## src/rtl/fwd_hazard_unit_if.sv

```systemverilog
// ID-stage hazard bus between decode and the forwarding/hazard unit.
// The master drives the decoded ID fields and receives the stall and forward selects.
interface fwd_hazard_unit_if #(
  parameter int REG_AW         = 5,
  parameter int NUM_FWD_STAGES = 2
);
  localparam int SEL_W = $clog2(NUM_FWD_STAGES + 1);

  logic              ID_valid;
  logic [REG_AW-1:0] ID_rs;
  logic [REG_AW-1:0] ID_rt;
  logic              ID_uses_rs;
  logic              ID_uses_rt;
  logic [REG_AW-1:0] ID_rDest;
  logic              ID_writes;
  logic              ID_is_load;
  logic              Flush;
  logic              Stall;
  logic [SEL_W-1:0]  EX_fwdA;
  logic [SEL_W-1:0]  EX_fwdB;

  modport master (
    output ID_valid, ID_rs, ID_rt, ID_uses_rs, ID_uses_rt,
    output ID_rDest, ID_writes, ID_is_load, Flush,
    input  Stall, EX_fwdA, EX_fwdB
  );

  modport slave (
    input  ID_valid, ID_rs, ID_rt, ID_uses_rs, ID_uses_rt,
    input  ID_rDest, ID_writes, ID_is_load, Flush,
    output Stall, EX_fwdA, EX_fwdB
  );
endinterface

```

## src/rtl/fwd_hazard_unit.sv

```systemverilog
// Forwarding and load-use hazard unit tracking in-flight destinations in a shadow pipe.
// Optional feature macro STALL_CNT_EN adds a saturating 32-bit stall-cycle counter.
module fwd_hazard_unit #(
  parameter int REG_AW         = 5,
  parameter int NUM_FWD_STAGES = 2,
  parameter int LOAD_LAT       = 1
) (
  input  logic                Clk,
  input  logic                Reset,
  fwd_hazard_unit_if.slave    bus
`ifdef STALL_CNT_EN
  ,
  output logic [31:0]         Stall_count
`endif
);
  localparam int N     = NUM_FWD_STAGES;
  localparam int SEL_W = $clog2(NUM_FWD_STAGES + 1);

  logic [N-1:0]      valid_q, valid_d;
  logic [N-1:0]      wr_q, wr_d;
  logic [N-1:0]      load_q, load_d;
  logic [REG_AW-1:0] dest_q [N];
  logic [REG_AW-1:0] dest_d [N];
  logic [SEL_W-1:0]  fwd_a_q, fwd_a_d;
  logic [SEL_W-1:0]  fwd_b_q, fwd_b_d;

  logic [N-1:0]      match_a_s, match_b_s;
  logic [SEL_W-1:0]  sel_a_s, sel_b_s;
  logic              luse_a_s, luse_b_s;
  logic              stall_s, insert_s;

  // Per-stage destination matches; register 0 and unused sources never match.
  always_comb begin
    match_a_s = {N{1'b0}};
    match_b_s = {N{1'b0}};
    for (int i = 0; i < N; i++) begin
      match_a_s[i] = valid_q[i] && wr_q[i] && (dest_q[i] == bus.ID_rs)
                     && (bus.ID_rs != {REG_AW{1'b0}}) && bus.ID_uses_rs;
      match_b_s[i] = valid_q[i] && wr_q[i] && (dest_q[i] == bus.ID_rt)
                     && (bus.ID_rt != {REG_AW{1'b0}}) && bus.ID_uses_rt;
    end
  end

  // Youngest match wins: scan oldest to youngest so the lowest index overwrites last.
  always_comb begin
    sel_a_s  = {SEL_W{1'b0}};
    sel_b_s  = {SEL_W{1'b0}};
    luse_a_s = 1'b0;
    luse_b_s = 1'b0;
    for (int i = N - 1; i >= 0; i--) begin
      if (match_a_s[i]) begin
        sel_a_s  = SEL_W'(i + 1);
        luse_a_s = load_q[i] && ((i + 1) <= LOAD_LAT);
      end else begin
        sel_a_s  = sel_a_s;
        luse_a_s = luse_a_s;
      end
      if (match_b_s[i]) begin
        sel_b_s  = SEL_W'(i + 1);
        luse_b_s = load_q[i] && ((i + 1) <= LOAD_LAT);
      end else begin
        sel_b_s  = sel_b_s;
        luse_b_s = luse_b_s;
      end
    end
  end

  // Flush overrides stall; reset holds stall low.
  always_comb begin
    stall_s  = bus.ID_valid && (luse_a_s || luse_b_s) && !bus.Flush && !Reset;
    insert_s = bus.ID_valid && !stall_s && !bus.Flush;
  end

  // Shadow pipe shift with ID entry or bubble at the bottom.
  always_comb begin
    valid_d    = {N{1'b0}};
    wr_d       = {N{1'b0}};
    load_d     = {N{1'b0}};
    valid_d[0] = insert_s;
    wr_d[0]    = bus.ID_writes;
    load_d[0]  = bus.ID_is_load;
    dest_d[0]  = bus.ID_rDest;
    for (int i = 1; i < N; i++) begin
      valid_d[i] = valid_q[i-1];
      wr_d[i]    = wr_q[i-1];
      load_d[i]  = load_q[i-1];
      dest_d[i]  = dest_q[i-1];
    end
    fwd_a_d = insert_s ? sel_a_s : {SEL_W{1'b0}};
    fwd_b_d = insert_s ? sel_b_s : {SEL_W{1'b0}};
  end

  // Shadow pipe and forward-select registers.
  always_ff @(posedge Clk) begin
    if (Reset) begin
      valid_q <= {N{1'b0}};
      wr_q    <= {N{1'b0}};
      load_q  <= {N{1'b0}};
      fwd_a_q <= {SEL_W{1'b0}};
      fwd_b_q <= {SEL_W{1'b0}};
      for (int i = 0; i < N; i++) begin
        dest_q[i] <= {REG_AW{1'b0}};
      end
    end else begin
      valid_q <= valid_d;
      wr_q    <= wr_d;
      load_q  <= load_d;
      fwd_a_q <= fwd_a_d;
      fwd_b_q <= fwd_b_d;
      for (int i = 0; i < N; i++) begin
        dest_q[i] <= dest_d[i];
      end
    end
  end

  assign bus.Stall   = stall_s;
  assign bus.EX_fwdA = fwd_a_q;
  assign bus.EX_fwdB = fwd_b_q;

`ifdef STALL_CNT_EN
  logic [31:0] cnt_q, cnt_d;

  // Saturating stall-cycle count.
  always_comb begin
    cnt_d = (stall_s && (cnt_q != 32'hFFFF_FFFF)) ? (cnt_q + 32'd1) : cnt_q;
  end

  // Stall counter register.
  always_ff @(posedge Clk) begin
    if (Reset) begin
      cnt_q <= 32'd0;
    end else begin
      cnt_q <= cnt_d;
    end
  end

  assign Stall_count = cnt_q;
`endif
endmodule

```

## src/flat_wrapper.sv

```systemverilog
// flat-port wrapper written by rule: the top's interface ports become plain ports
module fwd_hazard_unit_flat 
#(
  parameter int REG_AW         = 5,
  parameter int NUM_FWD_STAGES = 2,
  parameter int LOAD_LAT       = 1
)
  (Clk, Reset, bus_ID_valid, bus_ID_rs, bus_ID_rt, bus_ID_uses_rs, bus_ID_uses_rt, bus_ID_rDest, bus_ID_writes, bus_ID_is_load, bus_Flush, bus_Stall, bus_EX_fwdA, bus_EX_fwdB);
  fwd_hazard_unit_if #(.REG_AW(REG_AW), .NUM_FWD_STAGES(NUM_FWD_STAGES)) bus_i ();
  input  logic Clk;
  input  logic Reset;
  input wire logic [$bits(bus_i.ID_valid)-1:0] bus_ID_valid;
  input wire logic [$bits(bus_i.ID_rs)-1:0] bus_ID_rs;
  input wire logic [$bits(bus_i.ID_rt)-1:0] bus_ID_rt;
  input wire logic [$bits(bus_i.ID_uses_rs)-1:0] bus_ID_uses_rs;
  input wire logic [$bits(bus_i.ID_uses_rt)-1:0] bus_ID_uses_rt;
  input wire logic [$bits(bus_i.ID_rDest)-1:0] bus_ID_rDest;
  input wire logic [$bits(bus_i.ID_writes)-1:0] bus_ID_writes;
  input wire logic [$bits(bus_i.ID_is_load)-1:0] bus_ID_is_load;
  input wire logic [$bits(bus_i.Flush)-1:0] bus_Flush;
  output wire logic [$bits(bus_i.Stall)-1:0] bus_Stall;
  output wire logic [$bits(bus_i.EX_fwdA)-1:0] bus_EX_fwdA;
  output wire logic [$bits(bus_i.EX_fwdB)-1:0] bus_EX_fwdB;
  assign bus_i.ID_valid = bus_ID_valid;
  assign bus_i.ID_rs = bus_ID_rs;
  assign bus_i.ID_rt = bus_ID_rt;
  assign bus_i.ID_uses_rs = bus_ID_uses_rs;
  assign bus_i.ID_uses_rt = bus_ID_uses_rt;
  assign bus_i.ID_rDest = bus_ID_rDest;
  assign bus_i.ID_writes = bus_ID_writes;
  assign bus_i.ID_is_load = bus_ID_is_load;
  assign bus_i.Flush = bus_Flush;
  assign bus_Stall = bus_i.Stall;
  assign bus_EX_fwdA = bus_i.EX_fwdA;
  assign bus_EX_fwdB = bus_i.EX_fwdB;
  fwd_hazard_unit #(.REG_AW(REG_AW), .NUM_FWD_STAGES(NUM_FWD_STAGES), .LOAD_LAT(LOAD_LAT)) u_core (.Clk(Clk), .Reset(Reset), .bus(bus_i));
endmodule
```

## config.mk

```make
export PLATFORM = sky130hd
export DESIGN_NAME = fwd_hazard_unit_flat
export DESIGN_NICKNAME = d
export VERILOG_FILES = /design/src/rtl/fwd_hazard_unit_if.sv /design/src/rtl/fwd_hazard_unit.sv /design/src/flat_wrapper.sv
export SDC_FILE = /design/constraint.sdc
export NUM_CORES = 1
export LEC_CHECK = 0
export ABC_AREA = 1
export CAP_MARGIN = 5
export CORE_MARGIN = 2
export CORE_UTILIZATION = 30
export DETAILED_ROUTE_END_ITERATION = 8
export PLACE_DENSITY_LB_ADDON = 0.2
export RECOVER_POWER = 100
export SETUP_SLACK_MARGIN = 0.15
export SKIP_LAST_GASP = 1
export SLEW_MARGIN = 20
export SYNTH_ARGS = -nofsm -noshare
export SYNTH_HDL_FRONTEND = slang
export SYNTH_SLANG_ARGS = --single-unit
```

## constraint.sdc

```tcl
create_clock -name Clk -period 1.7 [get_ports Clk]
set_input_delay 0.34 -clock Clk [delete_from_list [all_inputs] [get_ports Clk]]
set_output_delay 0.34 -clock Clk [all_outputs]
set_load 0.005 [all_outputs]
```

# Yosys cells after proc, flatten, opt, wreduce, memory -nomap -nowiden
# Memory sizes are Yosys's and may differ from the RTL's.
# Index checks and enable logic that the tools add are counted.
# op_classes
eq_ne	4
n_bitwise	3
reduce_logical	28
muxes	11
# op_table
cell	count
equality test 5 bit	4
logical AND 1 bit	19
two-way mux 5 bit	2
nonzero test 5 bit	2
two-way mux 1 bit	7
OR reduction 3 bit	2
two-way mux 2 bit	2
logical NOT 1 bit	3
bitwise OR 1 bit	2
OR reduction 2 bit	1
logical OR 1 bit	1
inverter 1 bit	1
# word_totals
word_cells	54
out_inout_bits	5
n_memories	1
mem_bits_rw	10
input_bits	23
regBits	9
# mem_list
name	depth	width	rd	rd_clocked_by_memory_dff	wr	line	source
u_core.dest_q	2	5	2	0	2	fwd_hazard_unit.sv:22	logic [REG_AW-1:0] dest_q [N];

# Depth between registers and ports, before layout
# Gate-level depths: netlist of run 1.
# An unclocked memory read counts as a cell.
# logic_depth
ltp_word	15
mapped_depth	10
ltp_nobuf	10

# Worst setup path after synthesis of run 1
# Ideal clock, no wire load.
# synth_timing
path_kind	input to output
from	input port bus_ID_rs[0]
to	output port bus_Stall
cell_stages	7
slack_ps	388
arrival_time_ps	972
path_buffers	0
required_ps	1360
path_cell_list	or2_1 nor2_2 nor2_1 nand2_2 nand2_1 nand2_2 inv_1
# synth_between
elab_chain_len	9
elab_cells_between_ends	10
cone_classes	eq/ne: 1; mux: 1; reduce/logical: 8
# synth_lines
element	line	source
from (decl)	flat_wrapper.sv:13	input wire logic [$bits(bus_i.ID_rs)-1:0] bus_ID_rs;
equality test 5 bit	fwd_hazard_unit.sv:37	match_a_s[i] = valid_q[i] && wr_q[i] && (dest_q[i] == bus.ID_rs)
logical AND 1 bit	fwd_hazard_unit.sv:37	
logical AND 1 bit (*) (2 in series)	fwd_hazard_unit.sv:38	&& (bus.ID_rs != {REG_AW{1'b0}}) && bus.ID_uses_rs;
two-way mux 1 bit (*)	fwd_hazard_unit.sv:51	if (match_a_s[i]) begin
logical OR 1 bit (*)	fwd_hazard_unit.sv:70	stall_s = bus.ID_valid && (luse_a_s || luse_b_s) && !bus.Flush && !Reset;
logical AND 1 bit (*) (3 in series)	fwd_hazard_unit.sv:70	
to (decl)	flat_wrapper.sv:21	output wire logic [$bits(bus_i.Stall)-1:0] bus_Stall;
# Mark *: on every way between the ends. The rest lies on a longest branch, timed or not.

==> results of run 1 <==
==> path summary, 6_finish.rpt <==
check,startpoint,endpoint,slack (ns),cells after the start
worst max-delay path,u_core.dest_q[0][3],bus_Stall,-0.02,9
worst max register to register,u_core.dest_q[0][3],u_core.dest_q[0][8],0.05,12
worst min register to register,u_core.wr_q[0],u_core.wr_q[1],0.44,2
worst min-delay path,u_core.wr_q[0],u_core.wr_q[1],0.44,2
==> kinds of logic after synthesis <==
| kind of cell | count (synthesis) | synth area share |
|---|---|---|
| XOR/XNOR | 11 | 0.107 |
| AND/OR/NAND/NOR | 71 | 0.324 |
| flip-flops | 19 | 0.420 |
| buffers and inverters | 27 | 0.112 |
| AO/OA/AOI/OAI | 5 | 0.0374 |
==> metrics by stage <==
stage / cell area (sq um) / utilization / instances / worst slack, ns / hold WS (ns)
after floorplan: 905 / - / 133 / 0.388 / 0.403
after global placement: 1300 / 0.463 / 202 / -0.606 / 0.411
after detailed placement: 1300 / 0.463 / 202 / -0.588 / 0.418
after CTS: 1400 / 0.499 / 216 / -0.0194 / 0.443
after global routing: 1440 / 0.514 / 217 / -0.120 / 0.460
final: 1440 / 0.514 / 217 / -0.0218 / 0.439
==> area by class of cell <==
class,instances,area [sq um],share of cell area
sequential,19,389,0.270
inverter,26,100,0.0694
multi-input combinational,87,438,0.304
clock buffer,4,26.3,0.0182
tap,31,38.8,0.0269
timing repair buffer,50,449,0.312
==> state kept, by name, indices dropped and copies added, names as in the netlist <==
register	count
u_core.load_q	1
u_core.dest_q	10
u_core.wr_q	2
u_core.bus.EX_fwdB	2
u_core.valid_q	2
u_core.bus.EX_fwdA	2
==> power by group through the flow <==
stage	clock network, mW	logic [mW]	registers [mW]
finish	0.226	0.176	0.475
CTS	0.238	0.167	0.475
floorplan	0	0.0680	0.481
detailed placement	0	0.158	0.483
global route	0.255	0.196	0.478
global placement	0	0.156	0.483
==> metal layers <==
| layer | up-vias | global-route usage | share of wire |
|---|---|---|---|
| met5 | - | 0 | 0 |
| met3 | 4 | 0.0308 | 0.065 |
| met4 | 0 | 0.0812 | 0.014 |
| met1 | 413 | 0.155 | 0.44 |
| met2 | 28 | 0.233 | 0.49 |
| li1 | 495 | - | - |
==> critical path, cell delays in order (launching register included) <==
cell,delay [ns]
dfxtp_4,0.40
inv_4,0.04
a21boi_2,0.12
nand2_1,0.06
nor2_1,0.13
nand2_2,0.08
nand2_2,0.07
nand2_2,0.05
inv_1,0.04
buf_2,0.10
==> Yosys cell counts <==
| cell type | instances | area share |
|---|---|---|
| xnor2_1 | 8 | 0.077 |
| o211ai_1 | 1 | 0.0083 |
| nand4_1 | 1 | 0.0069 |
| nor2_1 | 32 | 0.13 |
| nand2_4 | 1 | 0.012 |
| dfxtp_1 | 19 | 0.42 |
| nor2_2 | 1 | 0.0069 |
| xor2_1 | 3 | 0.029 |
| a21oi_1 | 2 | 0.011 |
| o2111ai_1 | 1 | 0.0097 |
| nand3_1 | 4 | 0.022 |
| inv_1 | 26 | 0.11 |
| a21boi_0 | 1 | 0.0083 |
| nand2_2 | 2 | 0.014 |
| clkbuf_1 | 1 | 0.0041 |
| nand2_1 | 28 | 0.12 |
| or2_1 | 1 | 0.0069 |
| nor3_1 | 1 | 0.0055 |
==> what timing repair did <==
action                     in CTS  in global routing
setup endpoints to repair       1                  2
resized for setup              30                 12
pin swaps                      10                  6
setup buffers                  10                  1
cloned                          0                  0
==> metrics, run 1 <==
Port Buffer Count=27; Chip Height=just under 60 um; Post-Syn Instances=approximately 130; min cycle time layout=around 1.7 ns; switch share=0.253; clock latency on the worst-skew pair=just under 0.3 ns; vias in the first global route=around 880; Total GRT Usage=0.137; share of cells above drive strength 1=0.242; Post-Syn Nets=156; startpoint types=register; final worst-path setup slack=-0.0218 ns; drt first-iter violations=23; Fmax=around 580 MHz; # diodes=0; RSZ-0062 raised after global routing=yes; die area=approximately 0.0035 sq mm; most common cell after layout, fill and taps aside=nor2_1; leak pwr=0.698 nW; sw power=approximately 220 uW; hold crit path type=register to register; initial antenna violation count=0; root buf cell=clkbuf_4; CTS tree=done; most frequent cells in the layout=31 x nor2_1, 26 x nand2_1, 21 x inv_1; global-route wire length before repair=approximately 3500 um; total number of vias=940; IO Pins=28; warnings from Yosys=0; sequential fraction of the synthesis area=0.420; peak supply drop=around 0.28 mV; Slew HR=0.588; maximum number of pins on one net before global-route repair=15; Comb pwr share=0.200; Post-DRT Antenna Nets=0; Hold Buf Count CTS=0; # rows=19; max-cap violations=0; Least-Margin Pin Slew=0.618 ns; hpwl dp=about 1600 um; Final Hold Viols=0; core area=0.00281 sq mm; Required @ worst endpoint=around 1.4 ns; H-tree depth=1; grt total ovfl=0; Die X-Extent=~59 um; clk sinks=19; final net count=210; syn avg cell area=~7 sq um; Synth Register Bits=19; critical path type=register to primary output; power per cell area=approximately 610 mW/mm^2; drt drc=3; failing checks=DRC, setup timing; clk_skew=between 0.006 and 0.007 ns; Worst EP arrival=between 1 and 1.5 ns; filler cell count in the final layout=approximately 290; final worst-path cycle share=1.01; synthesized area=905 sq um; Initial Util=0.322; First-pass DRT Iterations=6; Post-Route Setup TNS=-0.0218 ns; CP max FO=3; drt wl/cell=around 10 um; Final setup violation count=1; Int Pwr=655 uW; total power=around 880 uW; outcome=finished, violations left; Seq pwr share=0.542; Clock Power Share=0.258; via/cell ratio=approximately 4.3; TritonCTS buffer count=3; clock slew seen by the registers of the worst setup and hold paths=between 0.1 and 0.15 ns; Critical Path End Type=primary output; fin. max-slew vios=0; DRT Wirelength=2200 um; library cells used by synthesis=18; Syn-to-layout area delta=59.3%; Max clock buf depth=2; RD Place Congestion=~0.86
Power figures use the tool's default switching activity.
==> run 2, diff against run 1 <==
--- a/config.mk
+++ b/config.mk
@@ -7,6 +7,7 @@
 export LEC_CHECK = 0
 export ABC_AREA = 1
 export CAP_MARGIN = 5
+export CORE_ASPECT_RATIO = 0.9
 export CORE_MARGIN = 2
 export CORE_UTILIZATION = 30
 export DETAILED_ROUTE_END_ITERATION = 8
==> run 2 against run 1 <==
The flow finishes with violations (setup timing). Critical path depth shrank 2. Combinational power shrank 14%. Hold slack is essentially flat. Via count shrank 8.4%. Power shrank 2.7%. Clock power is essentially flat. Largest power group unchanged. Flip-flop and latch count is the same.
==> metrics, run 2 (synthesis gave the netlist of run 1 again) <==
fin. max-slew vios=0 (unchanged); drt wl/cell=9.41 um (was 10.1 um); Initial Util=0.321 (was 0.322); core area=0.00282 sq mm (was 0.00281 sq mm); Final Hold Viols=0 (unchanged); via/cell ratio=3.99 (was 4.33); Fmax=578 MHz (was 581 MHz); Final setup violation count=1 (unchanged); most frequent cells in the layout=31 x nor2_1, 26 x nand2_1, 22 x inv_1, 13 x clkdlybuf4s50_1 (was 31 x nor2_1, 26 x nand2_1, 21 x inv_1); drt first-iter violations=11 (was 23); grt total ovfl=0 (unchanged); First-pass DRT Iterations=4 (was 6); Chip Height=56.1 um (was 58.9 um); Post-DRT Antenna Nets=0 (unchanged); sw power=220 uW (was 222 uW); global-route wire length before repair=3130 um (was 3520 um); total number of vias=861 (was 940); RSZ-0062 raised after global routing=yes (unchanged); Post-DP Area=0.00130 sq mm (about the same); Required @ worst endpoint=1.36 ns (about the same); TritonCTS buffer count=3 (unchanged); Hold Buf Count CTS=0 (unchanged); fin area=0.00136 sq mm (was 0.00144 sq mm); # rows=18 (was 19); leak pwr=0.652 nW (was 0.698 nW); clock slew seen by the registers of the worst setup and hold paths=0.11 ns (about the same); critical path type=input pin to primary output (was register to primary output); clock latency on the worst-skew pair=0.29 ns (about the same); Seq pwr share=0.558 (was 0.542); final worst-path cycle share=1.02 (was 1.01); Int Pwr=634 uW (was 655 uW); maximum number of pins on one net before global-route repair=15 (unchanged); switch share=0.257 (was 0.253); CTS tree=done (unchanged); Comb pwr share=0.177 (was 0.200); DRT Wirelength=2030 um (was 2200 um); failing checks=setup timing (was DRC, setup timing); # diodes=0 (unchanged); Port Buffer Count=27 (unchanged); drt drc=0 (was 3); min cycle time layout=1.73 ns (was 1.72 ns); max-cap violations=0 (unchanged); power per cell area=628 mW/mm^2 (was 609 mW/mm^2); most common cell after layout, fill and taps aside=nor2_1 (unchanged); share of cells above drive strength 1=0.216 (was 0.242); Clock Power Share=0.265 (was 0.258); Syn-to-layout area delta=50.2% (was 59.3%); Least-Margin Pin Slew=0.658 ns (was 0.618 ns); clk sinks=19 (unchanged); Hold WS=0.439 ns (about the same); Slew HR=0.561 (was 0.588); startpoint types=input pin (was register); max reg flops=10 (unchanged); Post-Place Worst Slack=-0.667 ns (was -0.588 ns); IO Pins=28 (unchanged); hpwl dp=1560 um (about the same); Critical Path End Type=primary output (unchanged); initial antenna violation count=0 (unchanged); vias in the first global route=756 (was 883); H-tree depth=1 (unchanged); final net count=200 (was 210); CP max FO=2 (was 3); die area=0.00347 sq mm (about the same); Max clock buf depth=2 (unchanged); Worst EP arrival=1.39 ns (was 1.38 ns); outcome=finished, violations left (unchanged); Largest Register=u_core.dest_q (unchanged); RD Place Congestion=0.835 (was 0.860); Die X-Extent=61.9 um (was 58.9 um); peak supply drop=0.334 mV (was 0.275 mV); root buf cell=clkbuf_4 (unchanged); clk_skew=0.000913 ns (was 0.00653 ns); Total GRT Usage=0.125 (was 0.137); Layout Cells excl Fill=216 (was 217); # placed instances=209 (was 202); hold crit path type=register to register (unchanged); final worst-path setup slack=-0.0309 ns (was -0.0218 ns)
run 2: layout make-up:
| cell class | instances | area [sq um] |
|---|---|---|
| fill | 300 | 1460 |
| multi-input combinational | 87 | 445 |
| sequential | 19 | 392 |
| timing repair buffer | 40 | 344 |
| inverter | 26 | 100 |
| tap | 40 | 50.0 |
| clock buffer | 3 | 22.5 |
| clock inverter | 1 | 5.00 |
run 2: worst paths after layout:
kind / cells past startpoint / slack (ns) / end / from
hold reg to reg: 2 / 0.44 / u_core.wr_q[1] / u_core.wr_q[0]
setup / recovery: 7 / -0.03 / bus_Stall / Reset
setup reg to reg: 10 / 0.43 / u_core.valid_q[0] / u_core.valid_q[0]
hold / removal: 2 / 0.44 / u_core.wr_q[1] / u_core.wr_q[0]
run 2: critical path, cell delays in order:
cell and delay [ns]:
dlygate4sd3_1 0.55, nor2_1 0.11, nand2_1 0.07, nor2_1 0.11, nand2_2 0.07, inv_1 0.04, buf_2 0.10
run 2: power groups by stage:
| stage | Combinational, mW | Sequential (mW) | Clock [mW] |
|---|---|---|---|
| final | 0.151 | 0.476 | 0.226 |
| after global routing | 0.168 | 0.479 | 0.261 |
| after CTS | 0.147 | 0.474 | 0.238 |
| after detailed placement | 0.153 | 0.484 | 0 |
| after global placement | 0.152 | 0.483 | 0 |
| after floorplan | 0.0680 | 0.481 | 0 |
run 2: repair_timing:
action / 4_1_cts / 5_1_grt
buffers inserted: 1 / 2
pin swaps: 7 / 6
endpoints found under the setup margin: 1 / 1
gates resized for setup: 29 / 7
run 2: metal layers:
layer | track usage | wire length (um) | part of all wire | vias to the layer above
met5 | 0 | 0 | 0 | -
met3 | 0.0419 | 91 | 0.045 | 2
li1 | - | - | - | 474
met2 | 0.185 | 925 | 0.45 | 19
met4 | 0.0578 | 21 | 0.010 | 0
met1 | 0.159 | 993 | 0.49 | 366
run 2: through the flow:
| step | total power, mW | setup TNS (ns) | util |
|---|---|---|---|
| 6_report | 0.853 | -0.0309 | 0.483 |
| 5_1_grt | 0.907 | -0.108 | 0.483 |
| 4_1_cts | 0.859 | -0.0285 | 0.473 |
| 3_5_place_dp | 0.637 | -0.751 | 0.460 |
| 3_3_place_gp | 0.635 | -0.620 | 0.460 |
| 2_1_floorplan | 0.549 | 0 | - |
==> run 3, diff against run 2 <==
--- a/config.mk
+++ b/config.mk
@@ -11,7 +11,7 @@
 export CORE_MARGIN = 2
 export CORE_UTILIZATION = 30
 export DETAILED_ROUTE_END_ITERATION = 8
-export PLACE_DENSITY_LB_ADDON = 0.2
+export PLACE_DENSITY_LB_ADDON = 0.12
 export RECOVER_POWER = 100
 export SETUP_SLACK_MARGIN = 0.15
 export SKIP_LAST_GASP = 1
==> run 3 against run 2 <==
The run still ends with setup timing left. Hold slack improved by 0.014 ns. First-iteration DRC count rose by 64%. Setup slack got worse by 0.034 ns. Non-clock buffer count rose by 11. Cell area rose by 5.2%. Via count rose by 7.1%. Count of clock-buffer cells in the layout rose by 1. Power rose by 0.98%. Register-to-register slack got worse by 0.46 ns. Global-route usage rose by 2.2 points. Flip-flop and latch count did not move. Critical path type unchanged. Critical endpoint unchanged. Highest routed layer unchanged.
==> metrics, run 3 (synthesis gave the netlist of run 1 again) <==
hold depth=2 (unchanged); total power=862 uW (was 853 uW); leak pwr=0.711 nW (was 0.652 nW); total number of vias=922 (was 861); Int Pwr=641 uW (was 634 uW); Seq pwr share=0.551 (was 0.558); drt drc=0 (unchanged); r2r endpoint=u_core.bus.EX_fwdB[1] (was u_core.valid_q[0]); Die X-Extent=61.9 um (unchanged); outcome=finished, violations left (unchanged); Syn-to-layout area delta=58.0% (was 50.2%); CP max FO=2 (unchanged); Total GRT Usage=0.147 (was 0.125); root buf cell=clkbuf_4 (unchanged); fin. max-slew vios=0 (unchanged); DRT Wirelength=2140 um (was 2030 um); Clock Power Share=0.270 (was 0.265); hold crit path type=register to register (unchanged); via/cell ratio=4.06 (was 3.99); slack of the worst reg-to-reg path=-0.03 ns (was 0.43 ns); Required @ worst endpoint=1.36 ns (about the same); Crit Reg-Reg Startpoint=u_core.valid_q[0] (unchanged); CTS tree=done (unchanged); Max clock buf depth=2 (unchanged); Chip Height=56.1 um (unchanged); # rows=18 (unchanged); max-cap violations=0 (unchanged); fin area=0.00143 sq mm (was 0.00136 sq mm); Final Hold Viols=0 (unchanged); Fmax=567 MHz (was 578 MHz); IO Pins=28 (unchanged); startpoint types=input pin (unchanged); final worst-path cycle share=1.04 (was 1.02); drt first-iter violations=18 (was 11); Port Buffer Count=27 (unchanged); TritonCTS buffer count=3 (unchanged); clock slew seen by the registers of the worst setup and hold paths=0.10 ns (was 0.11 ns); Critical Path End Type=primary output (unchanged); sw power=221 uW (was 220 uW); final worst-path setup slack=-0.0646 ns (was -0.0309 ns); First-pass DRT Iterations=4 (unchanged); Worst EP arrival=1.42 ns (was 1.39 ns); Initial Util=0.321 (unchanged); clock latency on the worst-skew pair=0.30 ns (was 0.29 ns); most frequent cells in the layout=31 x nor2_1, 27 x nand2_1, 23 x inv_1, 21 x buf_4, 14 x dfxtp_1 (was 31 x nor2_1, 26 x nand2_1, 22 x inv_1, 13 x clkdlybuf4s50_1); vias in the first global route=902 (was 756); failing checks=setup timing (unchanged); worst-case reg-to-reg path depth=13 (was 10); Post-DRT Antenna Nets=0 (unchanged); Slew HR=0.574 (was 0.561); max reg flops=10 (unchanged); clk_skew=0.0137 ns (was 0.000913 ns); RD Place Congestion=0.809 (was 0.835); most common cell after layout, fill and taps aside=nor2_1 (unchanged); core area=0.00282 sq mm (unchanged); initial antenna violation count=0 (unchanged); die area=0.00347 sq mm (unchanged); Largest Register=u_core.dest_q (unchanged); Comb pwr share=0.178 (was 0.177); Post-DP Area=0.00132 sq mm (was 0.00130 sq mm); H-tree depth=1 (unchanged); Least-Margin Pin Slew=0.639 ns (was 0.658 ns); # diodes=0 (unchanged); final net count=211 (was 200); maximum number of pins on one net before global-route repair=15 (unchanged); switch share=0.257 (about the same); hpwl dp=1580 um (was 1560 um); RSZ-0062 raised after global routing=yes (unchanged); clk sinks=19 (unchanged); grt total ovfl=0 (unchanged); worst min-delay path startpoint=u_core.dest_q[0][1] (was u_core.wr_q[0]); share of cells above drive strength 1=0.230 (was 0.216); peak supply drop=0.398 mV (was 0.334 mV); final core utilization=0.508 (was 0.483); critical path type=input pin to primary output (unchanged); min cycle time layout=1.76 ns (was 1.73 ns); Hold EP=u_core.dest_q[0][6] (was u_core.wr_q[1]); Final setup violation count=2 (was 1); drt wl/cell=9.44 um (was 9.41 um); global-route wire length before repair=3770 um (was 3130 um); power per cell area=603 mW/mm^2 (was 628 mW/mm^2)
==> run 3: cell count changes in the layout (fill, tap and decap cells not counted), moves of 2 or more <==
cell	change
buf_4	+9
buf_6	+2
clkdlybuf4s50_1	-4
dfxtp_1	+2
dfxtp_2	-2
dlygate4sd3_1	+4
==> run 3: power groups by stage <==
stage / registers (mW) / logic, mW / clock network [mW]
6_report: 0.475 / 0.154 / 0.233
5_1_grt: 0.478 / 0.174 / 0.266
4_1_cts: 0.475 / 0.156 / 0.245
3_5_place_dp: 0.484 / 0.158 / 0
3_3_place_gp: 0.484 / 0.156 / 0
2_1_floorplan: 0.481 / 0.0680 / 0
==> run 3: worst max path at each step <==
stage,start,endpoint,cells after the start
final,Reset,bus_Stall,7
after global routing,u_core.wr_q[0],bus_Stall,9
after CTS,u_core.wr_q[0],bus_Stall,9
after detailed placement,bus_ID_rs[1],bus_Stall,9
after global placement,bus_ID_uses_rs,bus_Stall,9
after floorplan,bus_ID_rs[0],bus_Stall,7
==> run 3: final cells by class <==
class / instances / area, sq um
clock buffer: 4 / 26.3
fill: 287 / 1390
inverter: 26 / 97.6
multi-input combinational: 87 / 430
sequential: 19 / 389
tap: 40 / 50.0
timing repair buffer: 51 / 435
==> run 3: what timing repair did <==
action | in CTS | in global routing
hold buffers | 0 | 0
endpoints found under the setup margin | 1 | 3
pin swaps | 11 | 4
resized for setup | 32 | 2
setup buffers | 11 | 0
==> run 3: critical path, stage by stage <==
cell and delay (ns):
dlygate4sd3_1 0.55, nor2_1 0.10, nand2_1 0.06, nor2_1 0.14
nand2_2 0.08, inv_1 0.05, buf_2 0.10
==> run 3: through the flow <==
| stage | worst slack, ns | cells | hold WS (ns) | setup TNS [ns] |
|---|---|---|---|---|
| 5_1_grt | -0.162 | 227 | 0.477 | -0.357 |
| 3_5_place_dp | -0.578 | 212 | 0.431 | -0.922 |
| 6_report | -0.0646 | 227 | 0.453 | -0.0956 |
| 2_1_floorplan | 0.388 | 133 | 0.403 | 0 |
| 3_3_place_gp | -0.566 | 212 | 0.424 | -0.842 |
| 4_1_cts | -0.000111 | 227 | 0.457 | -0.000111 |
==> run 3: per-layer routing <==
layer	global-route usage	share of wire	vias to the layer above
li1	-	-	496
met1	0.177	0.46	402
met2	0.241	0.48	19
met3	0.0488	0.049	5
met4	0.0456	0.013	0
met5	0	0	-
